File: config.mk
export PLATFORM = sky130hd
export DESIGN_NAME = change_dispenser
export DESIGN_NICKNAME = d
export VERILOG_FILES = /design/src/rtl/vend_pkg.sv /design/src/rtl/coin_inventory.sv /design/src/rtl/change_dispenser.sv
export SDC_FILE = /design/constraint.sdc
export NUM_CORES = 1
export LEC_CHECK = 0
export ABC_AREA = 1
export CAP_MARGIN = 20
export CORE_UTILIZATION = 40
export CTS_CLUSTER_DIAMETER = 40
export DETAILED_ROUTE_END_ITERATION = 16
export GPL_ROUTABILITY_DRIVEN = 1
export PLACE_DENSITY_LB_ADDON = 0.25
export SLEW_MARGIN = 20
export SYNTH_ARGS = -nofsm -noshare
export SYNTH_HDL_FRONTEND = slang
export SYNTH_SLANG_ARGS = --single-unit
File: constraint.sdc
create_clock -name clk -period 6.1 [get_ports clk]
set_input_delay 1.83 -clock clk [delete_from_list [all_inputs] [get_ports clk]]
set_output_delay 1.83 -clock clk [all_outputs]
set_load 0.01 [all_outputs]
File: src/rtl/vend_pkg.sv
// Shared definitions for the vending controller's coin payout path:
// FSM states, tube indices and the coin denomination table.
package vend_pkg;

    localparam int AMT_W_DEF = 10;
    localparam int INV_W_DEF = 8;

    localparam logic [1:0] TUBE_50 = 2'd0;
    localparam logic [1:0] TUBE_10 = 2'd1;
    localparam logic [1:0] TUBE_5  = 2'd2;
    localparam logic [1:0] TUBE_1  = 2'd3;

    typedef enum logic [2:0] {
        ST_IDLE,
        ST_SELECT,
        ST_ISSUE,
        ST_DONE,
        ST_FAULT
    } state_t;

    // Ordered largest first so the lowest qualifying index is the greedy choice.
    localparam logic [AMT_W_DEF-1:0] DENOM [4] = '{10'd50, 10'd10, 10'd5, 10'd1};

endpackage

File: src/rtl/coin_inventory.sv
// Per-tube coin counters: saturating restock, single-coin decrement on
// hopper ack, and a registered empty flag per tube.
module coin_inventory
    import vend_pkg::*;
#(
    parameter int INV_W = INV_W_DEF
) (
    input  logic             clk,
    input  logic             reset,
    input  logic             restock_i,
    input  logic [1:0]       restock_sel_i,
    input  logic [INV_W-1:0] restock_cnt_i,
    input  logic             dec_i,
    input  logic [1:0]       dec_sel_i,
    output logic [3:0]       avail_o,
    output logic [3:0]       inv_empty_o
);

    localparam logic [INV_W:0] SAT = {1'b0, {INV_W{1'b1}}};
    localparam logic [INV_W:0] ONE = (INV_W+1)'(1);

    logic [INV_W-1:0] inv_q [4];
    logic [INV_W-1:0] inv_d [4];
    logic [INV_W:0]   sum   [4];
    logic [3:0]       inv_empty_q;

    // One extra bit of headroom lets restock and decrement combine before clamping.
    always_comb begin
        for (int i = 0; i < 4; i++) begin
            sum[i] = {1'b0, inv_q[i]};
            if (restock_i && restock_sel_i == 2'(i)) begin
                sum[i] = sum[i] + {1'b0, restock_cnt_i};
            end
            if (dec_i && dec_sel_i == 2'(i)) begin
                sum[i] = sum[i] - ONE;
            end
            inv_d[i] = (sum[i] > SAT) ? SAT[INV_W-1:0] : sum[i][INV_W-1:0];
        end
    end

    always_ff @(posedge clk) begin
        if (reset) begin
            for (int i = 0; i < 4; i++) begin
                inv_q[i] <= '0;
            end
            inv_empty_q <= 4'b1111;
        end else begin
            for (int i = 0; i < 4; i++) begin
                inv_q[i]       <= inv_d[i];
                inv_empty_q[i] <= (inv_q[i] == '0);
            end
        end
    end

    always_comb begin
        for (int i = 0; i < 4; i++) begin
            avail_o[i] = (inv_q[i] != '0);
        end
    end

    assign inv_empty_o = inv_empty_q;

endmodule

File: src/rtl/change_dispenser.sv
// Greedy coin payout sequencer: drives the shared hopper one coin at a time
// over req/ack, reports the unpaid remainder, and faults on a silent hopper.
module change_dispenser
    import vend_pkg::*;
#(
    parameter int AMT_W   = AMT_W_DEF,
    parameter int INV_W   = INV_W_DEF,
    parameter int TIMEOUT = 16
) (
    input  logic             clk,
    input  logic             reset,
    input  logic             start,
    input  logic [AMT_W-1:0] amount,
    output logic             busy,
    output logic             done,
    output logic [AMT_W-1:0] shortfall,
    output logic             coin_req,
    output logic [1:0]       coin_sel,
    input  logic             coin_ack,
    input  logic             restock,
    input  logic [1:0]       restock_sel,
    input  logic [INV_W-1:0] restock_cnt,
    output logic [3:0]       inv_empty,
    output logic             fault,
    input  logic             fault_clr
);

    localparam int           TW       = $clog2(TIMEOUT);
    localparam logic [TW-1:0] TMO_LAST = TW'(TIMEOUT - 1);
    localparam logic [TW-1:0] TMO_ONE  = TW'(1);

    state_t           state_q;
    logic [AMT_W-1:0] remaining_q;
    logic [AMT_W-1:0] shortfall_q;
    logic [1:0]       sel_q;
    logic             req_q;
    logic             busy_q;
    logic             done_q;
    logic             fault_q;
    logic [TW-1:0]    tmo_q;

    logic [3:0]       avail;
    logic             pick_ok;
    logic [1:0]       pick_idx;
    logic             ack_ok;

    assign ack_ok = (state_q == ST_ISSUE) && req_q && coin_ack;

    // Scanning downward leaves the lowest qualifying index, i.e. the largest coin.
    always_comb begin
        pick_ok  = 1'b0;
        pick_idx = 2'd0;
        for (int i = 3; i >= 0; i--) begin
            if (avail[i] && (AMT_W'(DENOM[i]) <= remaining_q)) begin
                pick_ok  = 1'b1;
                pick_idx = 2'(i);
            end
        end
    end

    coin_inventory #(
        .INV_W(INV_W)
    ) u_inv (
        .clk          (clk),
        .reset        (reset),
        .restock_i    (restock),
        .restock_sel_i(restock_sel),
        .restock_cnt_i(restock_cnt),
        .dec_i        (ack_ok),
        .dec_sel_i    (sel_q),
        .avail_o      (avail),
        .inv_empty_o  (inv_empty)
    );

    always_ff @(posedge clk) begin
        if (reset) begin
            state_q     <= ST_IDLE;
            remaining_q <= '0;
            shortfall_q <= '0;
            sel_q       <= 2'd0;
            req_q       <= 1'b0;
            busy_q      <= 1'b0;
            done_q      <= 1'b0;
            fault_q     <= 1'b0;
            tmo_q       <= '0;
        end else begin
            done_q <= 1'b0;
            case (state_q)
                ST_IDLE: begin
                    if (start) begin
                        remaining_q <= amount;
                        busy_q      <= 1'b1;
                        state_q     <= ST_SELECT;
                    end
                end
                ST_SELECT: begin
                    if (pick_ok) begin
                        sel_q   <= pick_idx;
                        req_q   <= 1'b1;
                        tmo_q   <= '0;
                        state_q <= ST_ISSUE;
                    end else begin
                        done_q      <= 1'b1;
                        shortfall_q <= remaining_q;
                        state_q     <= ST_DONE;
                    end
                end
                ST_ISSUE: begin
                    if (ack_ok) begin
                        remaining_q <= remaining_q - AMT_W'(DENOM[sel_q]);
                        req_q       <= 1'b0;
                        state_q     <= ST_SELECT;
                    end else if (tmo_q == TMO_LAST) begin
                        req_q       <= 1'b0;
                        fault_q     <= 1'b1;
                        shortfall_q <= remaining_q;
                        state_q     <= ST_FAULT;
                    end else begin
                        tmo_q <= tmo_q + TMO_ONE;
                    end
                end
                ST_DONE: begin
                    busy_q  <= 1'b0;
                    state_q <= ST_IDLE;
                end
                ST_FAULT: begin
                    if (fault_clr) begin
                        fault_q     <= 1'b0;
                        busy_q      <= 1'b0;
                        remaining_q <= '0;
                        state_q     <= ST_IDLE;
                    end
                end
                default: state_q <= ST_IDLE;
            endcase
        end
    end

    assign busy      = busy_q;
    assign done      = done_q;
    assign shortfall = shortfall_q;
    assign coin_req  = req_q;
    assign coin_sel  = sel_q;
    assign fault     = fault_q;

endmodule

==> reports/qor.csv, run 1 <==
stage,metric,value,unit
global_routing,grt_max_degree,43,
critical_path,worst-endpoint-required,6.34,ns
cells_and_area,seqCellArea,1381,µm²
sta,finalCritPeriodShare,69.42,%
place,placed_cell_area,6760,µm²
cells_and_area,area_delta_synth_final,14.91,%
clock_tree,htreeDepth,3,
clock_tree,cts_resized,0,
critical_path,crit_fanout,8,
critical_path,startpoint_type,input port,
logic_synthesis,yosysWarnings,0,
logic_synthesis,syn_inst,991,
global_routing,grt_pass1_wl,26010,µm
cells_and_area,antennaDiodeCount,0,
critical_path,cp.arrival,4.48,ns
clock_tree,path_clk_slew,0.06,ns
cells_and_area,num-fill-cells,1605,
clock_tree,cts_tree,yes,
clock_tree,cts_buffer_depth,2,
die,die_w,126.2,µm
detailed_routing,post_drt_wl_per_cell,12.44,µm
sta,finalSetupTns,0,ns
detailed_routing,postRouteAntennaNets,0,
global_routing,grt_util_all_layers,20.39,%
clock_tree,hold_buffers,0,
critical_path,end_kind,flop,
die,io_pins,46,
min_path,hold_path_class,flop to flop,
die,dieArea,15920,µm²
cells_and_area,multi_input_area,4061,µm²
clock_tree,clk_latency,0.35,ns
detailed_routing,drtIter0Drc,255,
cells_and_area,final_cell_mix,"nand2_1 (287), inv_1 (153), nand3_1 (120)",
logic_synthesis,yosysSeqAreaShare,22.40,%
job,cap_violations,0,
die,die_y,126.2,µm
critical_path,crit_type,input port to flop,
logic_synthesis,ys_ff_latch,69,
cells_and_area,final_nets,1105,
cells_and_area,stdcell_count,1224,
power_and_ir_drop,power,2.182,mW
die,start_util,40.71,%
place,dp_cells,1208,
run_status,run_status,"complete, no violations",
cells_and_area,drive_gt1_share,9.459,%
detailed_routing,drc,0,
sta,maxSlewHeadroom,59.88,%
die,core-area,15150,µm²
clock_tree,clock-sinks,69,
sta,grt_setup_unrepaired,false,
clock_tree,cts_setup_buffers,0,
place,dp_hpwl,11900,µm
global_routing,grt_pass1_vias,5605,
clock_tree,numCtsBuffers,9,
detailed_routing,dr.pass1.iters,4,
logic_synthesis,ys_types,42,
sta,slew_violations,0,
sta,fmax,236.2,MHz
place,gp_congestion,0.8670,
place,port_buffers,45,
sta,skew,0.005806,ns
detailed_routing,via_count,6059,
cells_and_area,design_area,7086,µm²
sta,worst_pin_slew,0.5996,ns
cells_and_area,final_common_cell,nand2_1,
detailed_routing,viasPerCell,4.950,
die,num_rows,45,
cells_and_area,postLayoutCoreUtil,46.78,%
power_and_ir_drop,p_leak,3.655,nW
logic_synthesis,syn_nets,1065,
detailed_routing,routed_wirelength,15230,µm
logic_synthesis,syn_avg_cell_area,6.222,µm²
clock_tree,cts_root_buffer,clkbuf_16,
global_routing,antenna_found_initial,0,
sta,post-route-min-period,4.234,ns
power_and_ir_drop,vdd_drop_max,0.2093,mV
sta,finalSetupViolCount,0,
logic_synthesis,synthesis.area,6166,µm²
power_and_ir_drop,cellPowerDensity,307.9,nW/µm²
sta,final-hold-violation-count,0,
global_routing,grt-ovfl-total,0,
## synth_stat cells
cell type / instances / area (µm²)
nand3_4: 2 / 35.03
a31oi_1: 3 / 18.77
nand4_2: 3 / 37.54
nand2_4: 1 / 11.26
nand3_1: 120 / 600.6
a221oi_1: 3 / 26.28
or2_2: 12 / 75.07
xor2_1: 10 / 87.58
nand3_2: 5 / 50.05
nor4_1: 5 / 31.28
nand3b_1: 5 / 37.54
inv_2: 5 / 18.77
or2_1: 1 / 6.260
or2_0: 1 / 6.260
xnor2_1: 9 / 78.83
o211ai_1: 1 / 7.510
ha_1: 43 / 538.0
nor3_2: 1 / 10.01
clkinv_1: 2 / 7.510
inv_1: 153 / 574.3
a21oi_2: 5 / 43.79
buf_2: 4 / 20.02
o21ai_2: 5 / 43.79
o31a_1: 1 / 8.760
nor3_1: 4 / 20.02
nand4_1: 18 / 112.6
a21oi_1: 63 / 315.3
o21ai_0: 22 / 110.1
dfxtp_1: 69 / 1381
a211oi_1: 5 / 37.54
mux2_2: 4 / 45.04
nand2_2: 15 / 93.84
nor2_4: 6 / 67.56
clkinv_4: 1 / 8.760
a21o_1: 1 / 7.510
buf_4: 4 / 30.03
nor2_2: 14 / 87.58
clkbuf_1: 8 / 30.03
nor2_1: 62 / 232.7
fa_1: 5 / 100.1
nand2_1: 287 / 1077
buf_6: 3 / 33.78
## where the power goes
part           internal (mW)  total (mW)  leakage, nW  switching (mW)
clock                  0.368       0.576        0.158           0.208
sequential             0.546       0.634        0.566          0.0879
combinational          0.374       0.972         2.93           0.598
total                   1.29        2.18         3.65           0.894
## sequential cells by signal, summed over array words and instances (netlist names), 2 cells and up
name and cells:
u_inv.inv_q 32, remaining_q 10, coin_sel 2, state_q 3
u_inv.inv_empty_o 4, tmo_q 4, shortfall 10
## layout make-up
cell class                 instances  share of cell area (%)
clock inverter                     6                   1.218
inverter                         161                   8.600
clock buffer                      10                   3.373
timing repair buffer              48                   6.675
multi-input combinational        742                   57.32
sequential                        69                   19.49
tap                              188                   3.320
## cells by family after synthesis
kind of cell | synth area share, %
buffers and inverters | 11.73
adder cells (fa/ha/maj) | 10.35
multiplexers | 0.7305
flip-flops | 22.40
AO/OA/AOI/OAI | 10.04
AND/OR/NAND/NOR | 42.05
XOR/XNOR | 2.699
## stage by stage
step / setup WS [ns] / hold WS [ns]
after floorplan: 2.380 / 0.4583
after global placement: 1.539 / 0.4548
after detailed placement: 1.500 / 0.4620
after CTS: 1.867 / 0.4719
after global routing: 1.469 / 0.4885
final: 1.866 / 0.4668
## final timing paths
check,startpoint,end,slack (ns),depth (start not counted)
worst max-delay path,restock_cnt[1],u_inv.inv_q[0][6],1.87,16
worst min-delay path,busy,busy,0.47,2
worst max register to register,u_inv.inv_q[0][0],u_inv.inv_q[0][6],3.63,16
worst min register to register,busy,busy,0.47,2
## per-layer routing
metal	routed length, µm	vias to the layer above	track usage [%]
li1	-	3273	-
met1	7446	2672	25.73
met2	6948	94	34.68
met3	556	20	3.951
met4	281	0	6.875
met5	0	-	0
## worst max-delay path, stage by stage
cell and delay [ns]:
clkdlybuf4s50_1 0.79, fa_1 0.47, nand3b_1 0.17, nand2_1 0.12
ha_1 0.18, nand3_1 0.11, nor2_1 0.14, nand3_1 0.07
nor2_1 0.18, nand2_1 0.07, nand2_1 0.06, nand2_1 0.05
inv_1 0.06, nand3_1 0.07, nand2_1 0.06, inv_1 0.04
No activity file was read; power rests on OpenSTA's default activity.
==> run 2, diff against run 1 <==
==> constraint.sdc (replaced) <==
create_clock -name clk -period 4.2 [get_ports clk]
set_input_delay 1.26 -clock clk [delete_from_list [all_inputs] [get_ports clk]]
set_output_delay 1.26 -clock clk [all_outputs]
set_load 0.01 [all_outputs]
==> run 2 against run 1 <==
Via count decreased by 1.2%; flip-flop and latch count unchanged; clock skew increased by 0.00050 ns; largest cell class unchanged; highest routed layer unchanged.
==> reports/qor.csv, run 2 (synthesized netlist as in run 1, its figures left out) <==
stage,metric,value,unit,change
run_status,run_status,"complete, no violations",,
global_routing,grt_util_all_layers,20.59,%,+0.20 points
global_routing,grt_pass1_wl,26180,µm,+0.66%
cells_and_area,final_common_cell,nand2_1,,
sta,final-hold-violation-count,0,,unchanged
sta,slew_violations,0,,unchanged
sta,finalSetupViolCount,0,,unchanged
clock_tree,cts_setup_buffers,0,,unchanged
global_routing,grt-ovfl-total,0,,unchanged
cells_and_area,final_nets,1109,,+0.36%
place,pre_cts_ws,0.2000,ns,-1.300 ns
clock_tree,numCtsBuffers,9,,unchanged
clock_tree,cts_root_buffer,clkbuf_16,,
clock_tree,cts_resized,0,,unchanged
place,dp_hpwl,11860,µm,-0.32%
sta,fmax,270.5,MHz,
clock_tree,cts_tree,yes,,
cells_and_area,area_delta_synth_final,14.75,%,
sta,worst_pin_slew,0.8439,ns,+0.2443 ns
cells_and_area,num-fill-cells,1590,,-0.93%
detailed_routing,dr.pass1.iters,4,,unchanged
clock_tree,clk_latency,0.35,ns,about the same
sta,finalSetupTns,0,ns,unchanged
sta,fin_ws,0.5026,ns,-1.363 ns
power_and_ir_drop,cellPowerDensity,435.2,nW/µm²,+41%
power_and_ir_drop,vdd_drop_max,0.2864,mV,+37%
clock_tree,htreeDepth,3,,unchanged
sta,maxSlewHeadroom,43.39,%,-16 points
cells_and_area,final_cell_mix,"nand2_1 (287), inv_1 (153), nand3_1 (120)",,
critical_path,worst-endpoint-required,4.44,ns,-1.90 ns
clock_tree,path_clk_slew,0.06,ns,about the same
detailed_routing,postRouteAntennaNets,0,,unchanged
global_routing,antenna_found_initial,0,,unchanged
detailed_routing,drtIter0Drc,279,,+9.4%
clock_tree,hold_buffers,0,,unchanged
cells_and_area,top_register,u_inv.inv_q,,
critical_path,cp.arrival,3.94,ns,-0.54 ns
detailed_routing,drc,0,,unchanged
place,gp_congestion,0.8413,,-3.0%
detailed_routing,viasPerCell,4.883,,-1.3%
cells_and_area,antennaDiodeCount,0,,unchanged
die,dieArea,15920,µm²,unchanged
min_path,hold_path_class,flop to flop,,
cells_and_area,drive_gt1_share,9.634,%,+0.17 points
die,io_pins,46,,unchanged
die,num_rows,45,,unchanged
die,start_util,40.71,%,unchanged
power_and_ir_drop,p_leak,3.660,nW,+0.13%
die,core-area,15150,µm²,unchanged
job,cap_violations,0,,unchanged
clock_tree,cts_buffer_depth,2,,unchanged
detailed_routing,routed_wirelength,15230,µm,about the same
global_routing,grt_pass1_vias,5527,,-1.4%
critical_path,startpoint_type,input port,,
sta,grt_setup_unrepaired,false,,
sta,skew,0.006310,ns,+0.0005040 ns
place,port_buffers,45,,unchanged
critical_path,reg2reg_slack,1.72,ns,-1.91 ns
die,die_w,126.2,µm,unchanged
global_routing,grt_max_degree,26,,-40%
critical_path,crit_fanout,4,,-4
clock_tree,clock-sinks,69,,unchanged
cells_and_area,largest_reg_flops,32,,unchanged
sta,finalCritPeriodShare,88.03,%,
sta,post-route-min-period,3.697,ns,
critical_path,end_kind,flop,,
detailed_routing,via_count,5987,,-1.2%
die,die_y,126.2,µm,unchanged
detailed_routing,post_drt_wl_per_cell,12.42,µm,-0.20%
critical_path,crit_type,input port to flop,,
-- run 2: changes by cell type in the layout (fill, tap and decap cells not counted), sizes merged --
| cell | previous run | this run |
|---|---|---|
| buf | 3 | 7 |
| bufinv | 2 | 0 |
| clkbuf | 10 | 13 |
| clkinv | 6 | 4 |
| clkinvlp | 1 | 0 |
-- run 2: critical path: stages --
cell,delay (ns)
clkdlybuf4s50_1,0.62
ha_1,0.24
fa_1,0.41
nand3b_1,0.16
nand2_1,0.11
ha_1,0.19
nand3_1,0.11
nor2_1,0.14
nand3_1,0.08
nor2_1,0.22
nand2_1,0.09
nand2_1,0.06
nand2_1,0.04
inv_1,0.05
nand3_1,0.07
nand2_1,0.06
inv_1,0.03
-- run 2: final cells by class --
cell class | count | area, µm² | area share, %
Clock inverter | 1 | 5.005 | 0.07073
Clock buffer | 13 | 280.3 | 3.961
Inverter | 161 | 609.3 | 8.612
Tap cell | 188 | 235.2 | 3.324
Timing Repair Buffer | 52 | 503.0 | 7.109
Sequential cell | 69 | 1381 | 19.52
Multi-Input combinational cell | 742 | 4061 | 57.40
-- run 2: worst paths after layout --
path,start,end,cells past startpoint
worst min register to register,busy,busy,2
worst min-delay path,busy,busy,2
worst max-delay path,restock_cnt[0],u_inv.inv_q[0][6],17
worst max register to register,u_inv.inv_q[0][0],u_inv.inv_q[0][6],16
-- run 2: stage by stage --
stage	utilization, %	hold slack (ns)	instances	power (mW)	cell area [µm²]
floorplan	-	0.4583	991	1.937	6166
detailed placement	44.83	0.4538	1212	2.339	6790
global route	46.72	0.5030	1226	3.363	7076
global placement	44.83	0.4556	1212	2.337	6790
CTS	46.72	0.4672	1226	3.096	7076
finish	46.72	0.4585	1226	3.079	7076
-- run 2: layer usage --
metal | wire (µm) | GRT usage (%) | up-vias
met1 | 7656 | 26.97 | 2620
met3 | 424 | 3.186 | 13
li1 | - | - | 3274
met4 | 231 | 7.583 | 0
met2 | 6915 | 34.09 | 80
met5 | 0 | 0 | -
-- run 2: power by group --
group / internal, mW / switching, mW
clock: 0.456 / 0.286
combinational: 0.546 / 0.870
sequential: 0.793 / 0.127
total: 1.80 / 1.28
==> run 3, diff against run 2 <==
--- a/config.mk
+++ b/config.mk
@@ -8,11 +8,9 @@
 export ABC_AREA = 1
 export CAP_MARGIN = 20
 export CORE_UTILIZATION = 40
-export CTS_CLUSTER_DIAMETER = 40
 export DETAILED_ROUTE_END_ITERATION = 16
 export GPL_ROUTABILITY_DRIVEN = 1
 export PLACE_DENSITY_LB_ADDON = 0.25
-export SLEW_MARGIN = 20
 export SYNTH_ARGS = -nofsm -noshare
 export SYNTH_HDL_FRONTEND = slang
 export SYNTH_SLANG_ARGS = --single-unit
==> results of run 3 <==
Same layout as run 2: the final DEF is identical, and so are final timing and power.
